[src/rtl/cpu_bus_pkg.sv]
// Shared definitions for the CPU-side bus blocks.
//   state_e           : one-hot FSM encoding used by the memory arbiter
//   OWN_INST/OWN_DATA : requester identity (also the bit index in grant vectors)
//   PRIO_FIXED/PRIO_RR: arbitration policy selectors
package cpu_bus_pkg;

  typedef enum logic [2:0] {
    ST_IDLE  = 3'b001,
    ST_ISSUE = 3'b010,
    ST_RWAIT = 3'b100
  } state_e;

  localparam logic OWN_INST = 1'b0;
  localparam logic OWN_DATA = 1'b1;

  localparam int PRIO_FIXED = 0;
  localparam int PRIO_RR    = 1;

endpackage

[src/rtl/arb_pick2.sv]
// Two-way combinational arbiter.
//   req  : request vector, bit OWN_INST / bit OWN_DATA
//   last : owner of the previous grant (used only in round-robin mode)
//   mode : 0 = fixed priority (bit 1 wins), 1 = round-robin on conflict
//   gnt  : one-hot grant, all zero when nothing is requested
module arb_pick2
  import cpu_bus_pkg::*;
(
  input  logic [1:0] req,
  input  logic       last,
  input  logic       mode,
  output logic [1:0] gnt
);

  always_comb begin
    gnt = 2'b00;
    case (req)
      2'b01: gnt = 2'b01;
      2'b10: gnt = 2'b10;
      2'b11: begin
        // Round-robin hands the conflict to whoever did not win last time.
        if (mode && (last == OWN_DATA)) gnt = 2'b01;
        else                            gnt = 2'b10;
      end
      default: gnt = 2'b00;
    endcase
  end

endmodule

[src/rtl/cpu_mem_arbiter.sv]
// Shares one memory port between the CPU fetch channel and load/store channel.
//   clk, rst           : clock, asynchronous active-low reset
//   inst_*             : fetch request (addr/valid/ready) and response (rdata/rvalid/rready)
//   data_*             : load/store request (addr/read/write/wdata/wstrb/ready) and response
//   mem_*              : single memory request channel and its read-response channel
//   conflict_cnt       : free-running count of IDLE cycles with both sides pending
// One transaction is outstanding at a time; the read response is routed to its owner only.
module cpu_mem_arbiter
  import cpu_bus_pkg::*;
#(
  parameter int ADDR_W    = 32,
  parameter int DATA_W    = 32,
  parameter int PRIO_MODE = 1
) (
  input  logic                  clk,
  input  logic                  rst,
  input  logic [ADDR_W-1:0]     inst_addr,
  input  logic                  inst_req_valid,
  output logic                  inst_req_ready,
  output logic [DATA_W-1:0]     inst_rdata,
  output logic                  inst_rvalid,
  input  logic                  inst_rready,
  input  logic [ADDR_W-1:0]     data_addr,
  input  logic                  data_read,
  input  logic                  data_write,
  input  logic [DATA_W-1:0]     data_wdata,
  input  logic [DATA_W/8-1:0]   data_wstrb,
  output logic                  data_req_ready,
  output logic [DATA_W-1:0]     data_rdata,
  output logic                  data_rvalid,
  input  logic                  data_rready,
  output logic [ADDR_W-1:0]     mem_addr,
  output logic                  mem_read,
  output logic                  mem_write,
  output logic [DATA_W-1:0]     mem_wdata,
  output logic [DATA_W/8-1:0]   mem_wstrb,
  input  logic                  mem_req_ready,
  input  logic [DATA_W-1:0]     mem_rdata,
  input  logic                  mem_rvalid,
  output logic                  mem_rready,
  output logic [31:0]           conflict_cnt
);

  state_e                state_q, state_d;
  logic                  owner_q, owner_d;
  logic                  last_q, last_d;
  logic                  wr_q, wr_d;
  logic [ADDR_W-1:0]     addr_q, addr_d;
  logic [DATA_W-1:0]     wdata_q, wdata_d;
  logic [DATA_W/8-1:0]   wstrb_q, wstrb_d;
  logic [31:0]           cnt_q, cnt_d;

  logic                  inst_pend, data_pend;
  logic [1:0]            gnt;
  logic                  mode;

  assign inst_pend = inst_req_valid;
  assign data_pend = data_read | data_write;
  assign mode      = (PRIO_MODE == PRIO_RR);

  arb_pick2 u_pick (
    .req  ({data_pend, inst_pend}),
    .last (last_q),
    .mode (mode),
    .gnt  (gnt)
  );

  // Request latches feed the memory channel directly so it stays stable until accepted.
  assign mem_addr     = addr_q;
  assign mem_wdata    = wdata_q;
  assign mem_wstrb    = wstrb_q;
  assign conflict_cnt = cnt_q;

  always_comb begin
    state_d        = state_q;
    owner_d        = owner_q;
    last_d         = last_q;
    wr_d           = wr_q;
    addr_d         = addr_q;
    wdata_d        = wdata_q;
    wstrb_d        = wstrb_q;
    inst_req_ready = 1'b0;
    data_req_ready = 1'b0;
    inst_rvalid    = 1'b0;
    inst_rdata     = '0;
    data_rvalid    = 1'b0;
    data_rdata     = '0;
    mem_read       = 1'b0;
    mem_write      = 1'b0;
    mem_rready     = 1'b0;

    // Wraps naturally at 2^32.
    cnt_d = cnt_q + ((state_q == ST_IDLE && inst_pend && data_pend) ? 32'd1 : 32'd0);

    case (state_q)
      ST_IDLE: begin
        if (gnt != 2'b00) begin
          state_d = ST_ISSUE;
          if (gnt[1]) begin
            owner_d        = OWN_DATA;
            last_d         = OWN_DATA;
            addr_d         = data_addr;
            wr_d           = data_write;   // read+write together is a write
            wdata_d        = data_wdata;
            wstrb_d        = data_wstrb;
            // Ready is gated by rst so nothing handshakes while reset is held.
            data_req_ready = rst;
          end else begin
            owner_d        = OWN_INST;
            last_d         = OWN_INST;
            addr_d         = inst_addr;
            wr_d           = 1'b0;
            wdata_d        = '0;
            wstrb_d        = '0;
            inst_req_ready = rst;
          end
        end
      end

      ST_ISSUE: begin
        mem_read  = ~wr_q;
        mem_write = wr_q;
        if (mem_req_ready) state_d = wr_q ? ST_IDLE : ST_RWAIT;
      end

      ST_RWAIT: begin
        if (owner_q == OWN_DATA) begin
          mem_rready  = data_rready;
          data_rvalid = mem_rvalid;
          data_rdata  = mem_rdata;
        end else begin
          mem_rready  = inst_rready;
          inst_rvalid = mem_rvalid;
          inst_rdata  = mem_rdata;
        end
        if (mem_rvalid && mem_rready) state_d = ST_IDLE;
      end

      default: state_d = ST_IDLE;
    endcase
  end

  always_ff @(posedge clk or negedge rst) begin
    if (!rst) begin
      state_q <= ST_IDLE;
      owner_q <= OWN_INST;
      last_q  <= OWN_INST;
      wr_q    <= 1'b0;
      addr_q  <= '0;
      wdata_q <= '0;
      wstrb_q <= '0;
      cnt_q   <= '0;
    end else begin
      state_q <= state_d;
      owner_q <= owner_d;
      last_q  <= last_d;
      wr_q    <= wr_d;
      addr_q  <= addr_d;
      wdata_q <= wdata_d;
      wstrb_q <= wstrb_d;
      cnt_q   <= cnt_d;
    end
  end

endmodule

[config.mk]
export PLATFORM = sky130hd
export DESIGN_NAME = cpu_mem_arbiter
export DESIGN_NICKNAME = d
export VERILOG_FILES = /design/src/rtl/cpu_bus_pkg.sv /design/src/rtl/arb_pick2.sv /design/src/rtl/cpu_mem_arbiter.sv
export SDC_FILE = /design/constraint.sdc
export NUM_CORES = 1
export LEC_CHECK = 0
export ABC_AREA = 1
export CAP_MARGIN = 40
export CORE_MARGIN = 4
export CORE_UTILIZATION = 42
export CTS_CLUSTER_SIZE = 25
export DETAILED_ROUTE_END_ITERATION = 10
export PLACE_DENSITY = 0.87
export SETUP_SLACK_MARGIN = 0.1
export SYNTH_ARGS = -nofsm -noshare
export SYNTH_HDL_FRONTEND = slang
export SYNTH_HIERARCHICAL = 1
export SYNTH_SLANG_ARGS = --single-unit
[constraint.sdc]
create_clock -name clk -period 4.2 [get_ports clk]
set_clock_uncertainty 0.1 [all_clocks]
set_input_delay 0.42 -clock clk [delete_from_list [all_inputs] [get_ports clk]]
set_output_delay 0.42 -clock clk [all_outputs]
set_load 0.02 [all_outputs]
==> results_dict.tcl <==
set metrics [dict create \
    grt_first_pass_wirelength_um 27470 \
    cp.required_ns 3.68 \
    die_width_um 122.0 \
    hold_viol 0 \
    routed_antenna_nets 0 \
    antenna_found_initial 2 \
    fmaxAchievable_ghz 0.3165 \
    timing.rr.start "state_q[0]" \
    layout.core_utilization 0.7124 \
    cts_buffers 9 \
    number_of_buffers_inserted_by_port_buffering 311 \
    core-area_mm2 0.01267 \
    r2r_slack_ns 1.83 \
    min_path_type "reg2reg" \
    cts_resized 0 \
    reg2regPathDepth 11 \
    yosysSeqAreaShare 0.4818 \
    die_area_mm2 0.01488 \
    tritoncts "done" \
    power-per-cell-area_mw_per_mm2 540.4 \
    drc 0 \
    critical_path.reg2reg.endpoint "conflict_cnt[30]" \
    placementRows 41 \
    max-slew-margin-rel 0.4145 \
    run_status "complete, no violations" \
    top_level_ports 312 \
    post_drt_via_cell_ratio 4.684 \
    place_hpwl_um 14110 \
    post_cts.repair.setup_buffers 0 \
    post-place-cells 1216 \
    insertion_delay_ns 0.34 \
    worstHoldPathCells 2 \
    floorplan.die.height_um 122.0 \
    initial_core_utilization 0.4306 \
    slowest_stage "sky130_fd_sc_hd__clkdlybuf4s50_1" \
    vias 5775 \
    syn-num-nets 901 \
    critical-path-top-cell-by-count "sky130_fd_sc_hd__nor2_1" \
    final.min_clock_period_ns 3.159 \
    grt.overflow.total 0 \
    ys_top_cells_by_area "sky130_fd_sc_hd__dfrtp_1 48%, sky130_fd_sc_hd__nand2_1 17%, sky130_fd_sc_hd__nor2_1 7.8%, sky130_fd_sc_hd__inv_1 6.8%, sky130_fd_sc_hd__o21ai_0 5.8%" \
    filler_cell_count 1006 \
    ctsHoldBuffers 1 \
    total_negative_slack_for_setup_checks_ns 0 \
    critical_path.startpoint_type "primary input" \
    hold_path_startpoint "mem_wdata[21]" \
    grt_start_max_net_pins 102 \
    worstSetupEndpointType "primary output" \
    area_delta_synth_final_pct 65.42 \
    postSynth.topFlopCell "sky130_fd_sc_hd__dfrtp_1" \
    worstSetupPathType "in2out" \
    setup_violating_endpoint_count_in_the_final_report 0 \
    postSynth.asyncResetShare 1.000 \
    post_route_cells_drive_above_1_share 0.03205 \
    design.final.nets 1200 \
    max_stage_delay_ns 0.62 \
    cell_chain_of_the_critical_path "clkdlybuf4s50_1 > nor2_1 > inv_1 > a21oi_2 > nor2_1 > nor2_2 > buf_4 > nand2_1 > nor2_1 > clkdlybuf4s50_1" \
    drtPass1Iterations 5 \
    post-synth-top-area-cell "sky130_fd_sc_hd__dfrtp_1" \
    synth_seq_cells 105 \
    timing.max_cap.violations 0 \
    antenna_diode_count 0 \
    critPathLaunch "data_write" \
    routabilityCongestion 0.9070 \
    synth.cell_area_mm2 0.005456 \
    drt_iter0_markers 389 \
    share_of_yosys_cell_area_claimed_by_the_top_area_cell_type 0.4770 \
    synth_enable_flop_cells 0 \
    finalCritPeriodShare 0.7522 \
    grtUsageTotal 0.2331 \
    first_global_vias 5617 \
    layout_commonest_cell "sky130_fd_sc_hd__clkdlybuf4s50_1" \
    cts.path.max_buffers 2 \
    vdd_drop_max_mv 0.3986 \
    syn-mean-instance-area_um2 7.208 \
    timing.final.max_slew_violations 0 \
    area_of_the_multi_input_gates_mm2 0.002277 \
    post_drt_wl_per_cell_um 14.49 \
    cells_after_synthesis 757 \
    ys.warnings.count 6 \
    tritoncts_num_sinks 105 \
    cts_htree_levels 3 \
    worst-endpoint-arrival_ns 2.64 \
    power.leakage_nw 4.286 \
    cts_root_buffer "sky130_fd_sc_hd__clkbuf_16" \
    routed_wl_um 17870 \
    critPathMaxFanout 23 \
    final_cell_count_no_fill 1233 \
    worstHoldEndpoint "mem_wdata[21]" \
    worstMarginPinSlew_ns 0.8782 \
    synth_cell_type_count 26 \
    seqCellArea_mm2 0.002629 \
    final_cell_mix "310 x sky130_fd_sc_hd__clkdlybuf4s50_1, 251 x sky130_fd_sc_hd__nand2_1, 114 x sky130_fd_sc_hd__nor2_1, 104 x sky130_fd_sc_hd__dfrtp_1, 99 x sky130_fd_sc_hd__inv_1" \
    clk_pin_slew_worst_setup_hold_paths_ns 0.07 \
    grt_setup_unrepaired "false" \
]
-- area by class of cell --
cell class / count / area share
Timing Repair Buffer: 320 / 0.3576
Inverter: 100 / 0.04159
Sequential cell: 105 / 0.2912
Multi-Input combinational cell: 520 / 0.2523
Clock buffer: 10 / 0.02537
Clock inverter: 6 / 0.008040
Tap cell: 172 / 0.02384
-- registers in the layout, summed over array words and instances, names as in the netlist --
signal and cells:
state_q 3, wr_q 1, mem_wstrb 4, mem_wdata 32, conflict_cnt 32, mem_addr 32
last_q 1
-- through the flow --
| stage | hold WS (ns) | worst slack, ns | cell area [um2] | power, mW |
|---|---|---|---|---|
| 2_1_floorplan | 0.02441 | 2.085 | 5456 | 2.891 |
| 3_3_place_gp | 0.3338 | 1.109 | 8645 | 3.938 |
| 3_5_place_dp | 0.3415 | 1.040 | 8715 | 4.049 |
| 4_1_cts | 0.3874 | 1.017 | 9026 | 4.929 |
| 5_1_grt | 0.4059 | 0.8789 | 9026 | 5.190 |
| 6_report | 0.3838 | 1.041 | 9026 | 4.878 |
-- Yosys cell counts (4+ instances only) --
library cell,count
sky130_fd_sc_hd__buf_2,14
sky130_fd_sc_hd__buf_6,5
sky130_fd_sc_hd__clkbuf_1,11
sky130_fd_sc_hd__dfrtp_1,104
sky130_fd_sc_hd__inv_1,99
sky130_fd_sc_hd__nand2_1,252
sky130_fd_sc_hd__nand3_1,48
sky130_fd_sc_hd__nand3b_1,7
sky130_fd_sc_hd__nand4_1,4
sky130_fd_sc_hd__nor2_1,114
sky130_fd_sc_hd__o21ai_0,63
sky130_fd_sc_hd__o21ai_1,4
sky130_fd_sc_hd__xnor2_1,6
sky130_fd_sc_hd__xor2_1,9
-- worst max-delay path by stage --
stage,end,depth (start not counted),slack [ns]
floorplan,inst_req_ready,10,2.08
global placement,data_req_ready,10,1.11
detailed placement,data_req_ready,10,1.04
CTS,inst_rdata[17],5,1.02
global route,data_req_ready,11,0.88
finish,data_req_ready,10,1.04
-- kinds of logic after synthesis --
family          after synthesis  synth area share
simple gates                433            0.3213
buf+inv                     132            0.1023
flops                       105            0.4818
compound gates               68           0.06306
xor+xnor                     15           0.02408
fa+ha+maj                     3          0.006880
other cells                   1         0.0006873
-- critical path, delay by kind of cell --
| kind | cells | cell delay [ns] |
|---|---|---|
| buf+inv | 4 | 1.45 |
| simple gates | 5 | 0.62 |
| compound gates | 1 | 0.14 |
-- where the power goes --
| part | switching, mW | internal, mW | leakage, nW |
|---|---|---|---|
| Sequential | 0.229 | 1.38 | 1.35 |
| Clock | 0.386 | 0.471 | 0.144 |
| Combinational | 1.36 | 1.05 | 2.80 |
| Total | 1.98 | 2.90 | 4.29 |
-- layer usage --
layer	up-vias	part of all wire	global-route usage
li1	2893	-	-
met1	2622	0.37	0.2608
met2	220	0.52	0.4123
met3	36	0.094	0.08449
met4	4	0.023	0.07563
met5	-	0.0011	0
No activity file was read; power rests on OpenSTA's default activity.
==> patch 1: new RTL, same settings <==
Take the reset off `wdata_q` and load it in a clocked block of its own.
--- a/src/rtl/cpu_mem_arbiter.sv
+++ b/src/rtl/cpu_mem_arbiter.sv
@@ -148,5 +148,4 @@
       wr_q    <= 1'b0;
       addr_q  <= '0;
-      wdata_q <= '0;
       wstrb_q <= '0;
       cnt_q   <= '0;
@@ -157,5 +156,4 @@
       wr_q    <= wr_d;
       addr_q  <= addr_d;
-      wdata_q <= wdata_d;
       wstrb_q <= wstrb_d;
       cnt_q   <= cnt_d;
@@ -163,4 +161,8 @@
   end
 
+  always_ff @(posedge clk) begin
+    wdata_q <= wdata_d;
+  end
+
 endmodule
 
Behaviour: not the same (Yosys sat finds a counterexample within 4 cycles, from zero or initial values and one cycle with rst low).
==> patch 1 against the unedited design <==
Sequential cell count is the same. Total power is 4.8% lower. Final area about the same. Register-to-register slack better by 0.04 ns. Wire length is 2.0% higher. Worst setup slack better by 0.084 ns. Area after synthesis shrank 0.32%. Utilization is essentially flat. Non-clock buffer count fell by 2. Synthesized cell count decreased by 5.3%. Cell count is 2.8% lower. Fmax is 2.7% higher. Via count is 4.2% lower. Largest cell class unchanged. Largest power group unchanged. Highest routed layer unchanged.
==> patch 1: results (changes against the unedited design) <==
[status]
outcome = finished clean

[routing]
wl_met1_um = 6600  ; +0.61%
routedWlPerCell_um = 15.2  ; +4.9%
wl_met2_um = 9440  ; +2.5%
drt_iter0_drc = 441  ; +13%
wl_met3_um = 1610  ; -3.9%

[hold_path]
min_delay_worst_endpoint = mem_wstrb[1]
holdCritStartpoint = mem_wstrb[1]

[worst_setup_path]
crit_end = inst_rdata[11]
crit_fanout = 22  ; -4.3%
regToRegEndpoint = conflict_cnt[22]
cpPeakStageDelay_ns = 0.64  ; +0.02 ns
cp_data_arrival_time_ns = 2.55  ; -0.09 ns
startpoint = state_q[1]

[grt]
grt_pass1_wl_um = 27700  ; +0.78%
gr-usage-met3_pct = 7.61  ; -0.84 points
grt.met2_usage_pct = 42.1  ; +0.90 points
grt_max_degree = 96  ; -5.9%

[yosys]
seq_area_frac_synth_pct = 51.3  ; +3.1 points
yosys.area_share.xor_xnor_pct = 2.42  ; +0.0078 points
synthArstFlopShare_pct = 69.5  ; -30 points
syn-num-nets = 861  ; -4.4%
yosys-top-cells-count = nand2_1, inv_1, nor2_1

[placement]
pre_cts_slack_ns = 1.30  ; +0.264 ns

[timing]
whs_ns = 0.374  ; -0.00967 ns

[final_layout]
drive_above_1_share_pct = 3.51  ; +0.30 points

-- patch 1: cell count changes in the layout (fill, tap and decap cells not counted), sizes merged --
cell | before | now
nand3 | 49 | 16
dfrtp | 104 | 72
edfxtp | 0 | 32
nand2 | 252 | 221
inv | 103 | 132
buf | 9 | 7
clkbuf | 10 | 12
nand3b | 7 | 8
nand4 | 4 | 3
nor3 | 2 | 3
-- patch 1: through the flow --
stage	total power, mW	std cells	cell area [sq um]
finish	4.65	1199	9020
global route	4.93	1199	9020
CTS	4.69	1199	9020
detailed placement	3.83	1182	8710
global placement	3.76	1180	8670
floorplan	2.76	717	5440
-- patch 1: cell type report --
cell class / instances / share of cell area (%)
timing repair buffer: 318 / 35.4
sequential: 105 / 30.9
multi-input combinational: 457 / 22.5
inverter: 131 / 5.48
clock buffer: 12 / 2.73
tap: 172 / 2.39
clock inverter: 4 / 0.555
==> patch 2: new RTL, same settings <==
Without the edit above. Change the parameter `ADDR_W` from 32 to 64.
--- a/src/rtl/cpu_mem_arbiter.sv
+++ b/src/rtl/cpu_mem_arbiter.sv
@@ -9,5 +9,5 @@
   import cpu_bus_pkg::*;
 #(
-  parameter int ADDR_W    = 32,
+  parameter int ADDR_W    = 64,
   parameter int DATA_W    = 32,
   parameter int PRIO_MODE = 1
Interface: changed (resized data_addr, inst_addr and mem_addr); port bits go from 312 to 408. The function was not compared with the original's and may differ.
==> patch 2 against the unedited design <==
Wire length rose by 43%. Non-clock buffer count rose by 97. Critical endpoint is now inst_req_ready. Via count rose by 30%. Area after synthesis rose by 29%. Largest power group unchanged. Total power rose by 44%. Die area rose by 27%. Synthesized cell count rose by 27%. Sequential cell count rose by 32. Sequential power rose by 34%. Final area rose by 31%. Count of clock-buffer cells in the layout rose by 10. Worst hold slack got worse by 0.016 ns. Worst setup slack got worse by 0.37 ns.
==> patch 2: results (changes against the unedited design) <==
[routing]
drt_iter0_drc = 393  ; +1.0%
highest_layer = met4
wl_met3_um = 2030  ; +21%
wl_met2_um = 13600  ; +47%
vias = 7514  ; +30%
wl_met1_um = 8890  ; +36%
routed_wl_um = 25600  ; +43%
first_pass_iters = 5  ; unchanged

[yosys]
yosys-top-cells-count = nand2_1, dfrtp_1, inv_1
synth_cell_types = 26  ; unchanged
yosysWarningCount = 6  ; unchanged
netlist_top_cells_area = dfrtp_1, nand2_1, inv_1, o21ai_0, nor2_1
synthArstFlopShare_pct = 100  ; unchanged
seq_area_frac_synth_pct = 48.6  ; +0.46 points
syn-num-nets = 1171  ; +30%

[timing]
whs_ns = 0.368  ; -0.0156 ns
slew-limit-headroom_pct = 50.9  ; +9.4 points

[cts]
cts-root-buf = clkbuf_16
hold_buffers = 1  ; unchanged
clk-insertion-delay-late_ns = 0.42  ; +0.08 ns
ctsLongestPathBuffers = 2  ; unchanged
post_cts_resized = 0  ; unchanged
htree_levels = 4  ; +1
cts_buffers = 17  ; +8
cts_setup_buffers = 0  ; unchanged

[grt]
grt_pass1_wl_um = 37000  ; +35%
grt_pass1_vias = 7210  ; +28%
gr-usage-met3_pct = 6.61  ; -1.8 points
grt_max_degree = 85  ; -17%
grt_usage_pct = 25.7  ; +2.4 points
grt.met2_usage_pct = 47.4  ; +6.2 points
grt_use_met1_pct = 26.4  ; +0.29 points
antenna_found_initial = 0  ; -2

[final_layout]
largest_register_ffs = 64
layout.nets = 1561  ; +30%
drive_above_1_share_pct = 3.66  ; +0.46 points

[power_and_ir_drop]
p_leak_nw = 5.60  ; +31%
irDropWorstVdd_uv = 369  ; -7.3%

[placement]
numPortBuffers = 407  ; +31%
place_congestion = 0.974  ; +7.4%
dp_hpwl_um = 20400  ; +44%

[status]
outcome = finished clean

[worst_setup_path]
slowest_stage = clkdlybuf4s50_1
cpPeakStageDelay_ns = 0.64  ; +0.02 ns
r2r_start = last_q
crit_fanout = 46  ; +100%
regToRegEndpoint = mem_addr[12]
cp_data_arrival_time_ns = 3.01  ; +0.37 ns
reg2reg_depth = 8  ; -3
reg2reg_setup_slack_ns = 1.53  ; -0.30 ns

[run]
drv_cap = 0  ; unchanged

[hold_path]
min_path_type = primary input to asynchronous set/reset pin

-- patch 2: final cells by class --
class / count / area (sq um)
clock inverters: 11 / 97.6
inverters: 132 / 498
flip-flops and latches: 137 / 3430
clock buffers: 20 / 467
diodes: 3 / 7.51
multi-input cells: 648 / 2840
well taps: 220 / 275
repair buffers: 417 / 4180
fillers: 1284 / 4730
-- patch 2: kinds of logic (layout without fill, tap and decap cells) --
group | after synthesis | in the layout | synth area share [%]
and+or+nand+nor | 497 | 497 | 28.2
buffers and inverters | 178 | 580 | 11.3
DFF | 137 | 137 | 48.6
AOI/OAI and AO/OA | 132 | 132 | 9.42
xor gates and xnor gates | 15 | 15 | 1.86
adders and majority gates | 3 | 3 | 0.532
other | 1 | 4 | 0.0532
-- patch 2: report_power, final --
group,internal (mW),switching (mW),leakage [nW]
sequential,1.85,0.308,1.73
clock,0.855,0.570,0.270
combinational,1.45,1.98,3.60
total,4.15,2.86,5.60
-- patch 2: how the worst max path moves through the flow --
stage / start / end / slack, ns / cells past startpoint
finish: data_write / inst_req_ready / 0.67 / 10
global route: data_write / inst_req_ready / 0.50 / 10
CTS: data_write / inst_req_ready / 0.68 / 10
detailed placement: data_write / inst_req_ready / 0.70 / 10
global placement: data_write / inst_req_ready / 0.81 / 10
floorplan: data_write / inst_req_ready / 2.06 / 10
-- patch 2: metrics by stage --
step / setup slack (ns) / utilization, % / cell area [sq um] / total power, mW / cells
final: 0.673 / 71.3 / 11800 / 7.02 / 1588
after global routing: 0.499 / 71.3 / 11800 / 7.41 / 1585
after CTS: 0.678 / 71.3 / 11800 / 7.08 / 1585
after detailed placement: 0.695 / 67.8 / 11200 / 5.62 / 1553
after global placement: 0.808 / 67.6 / 11200 / 5.49 / 1551
after floorplan: 2.06 / - / 7050 / 4.04 / 963
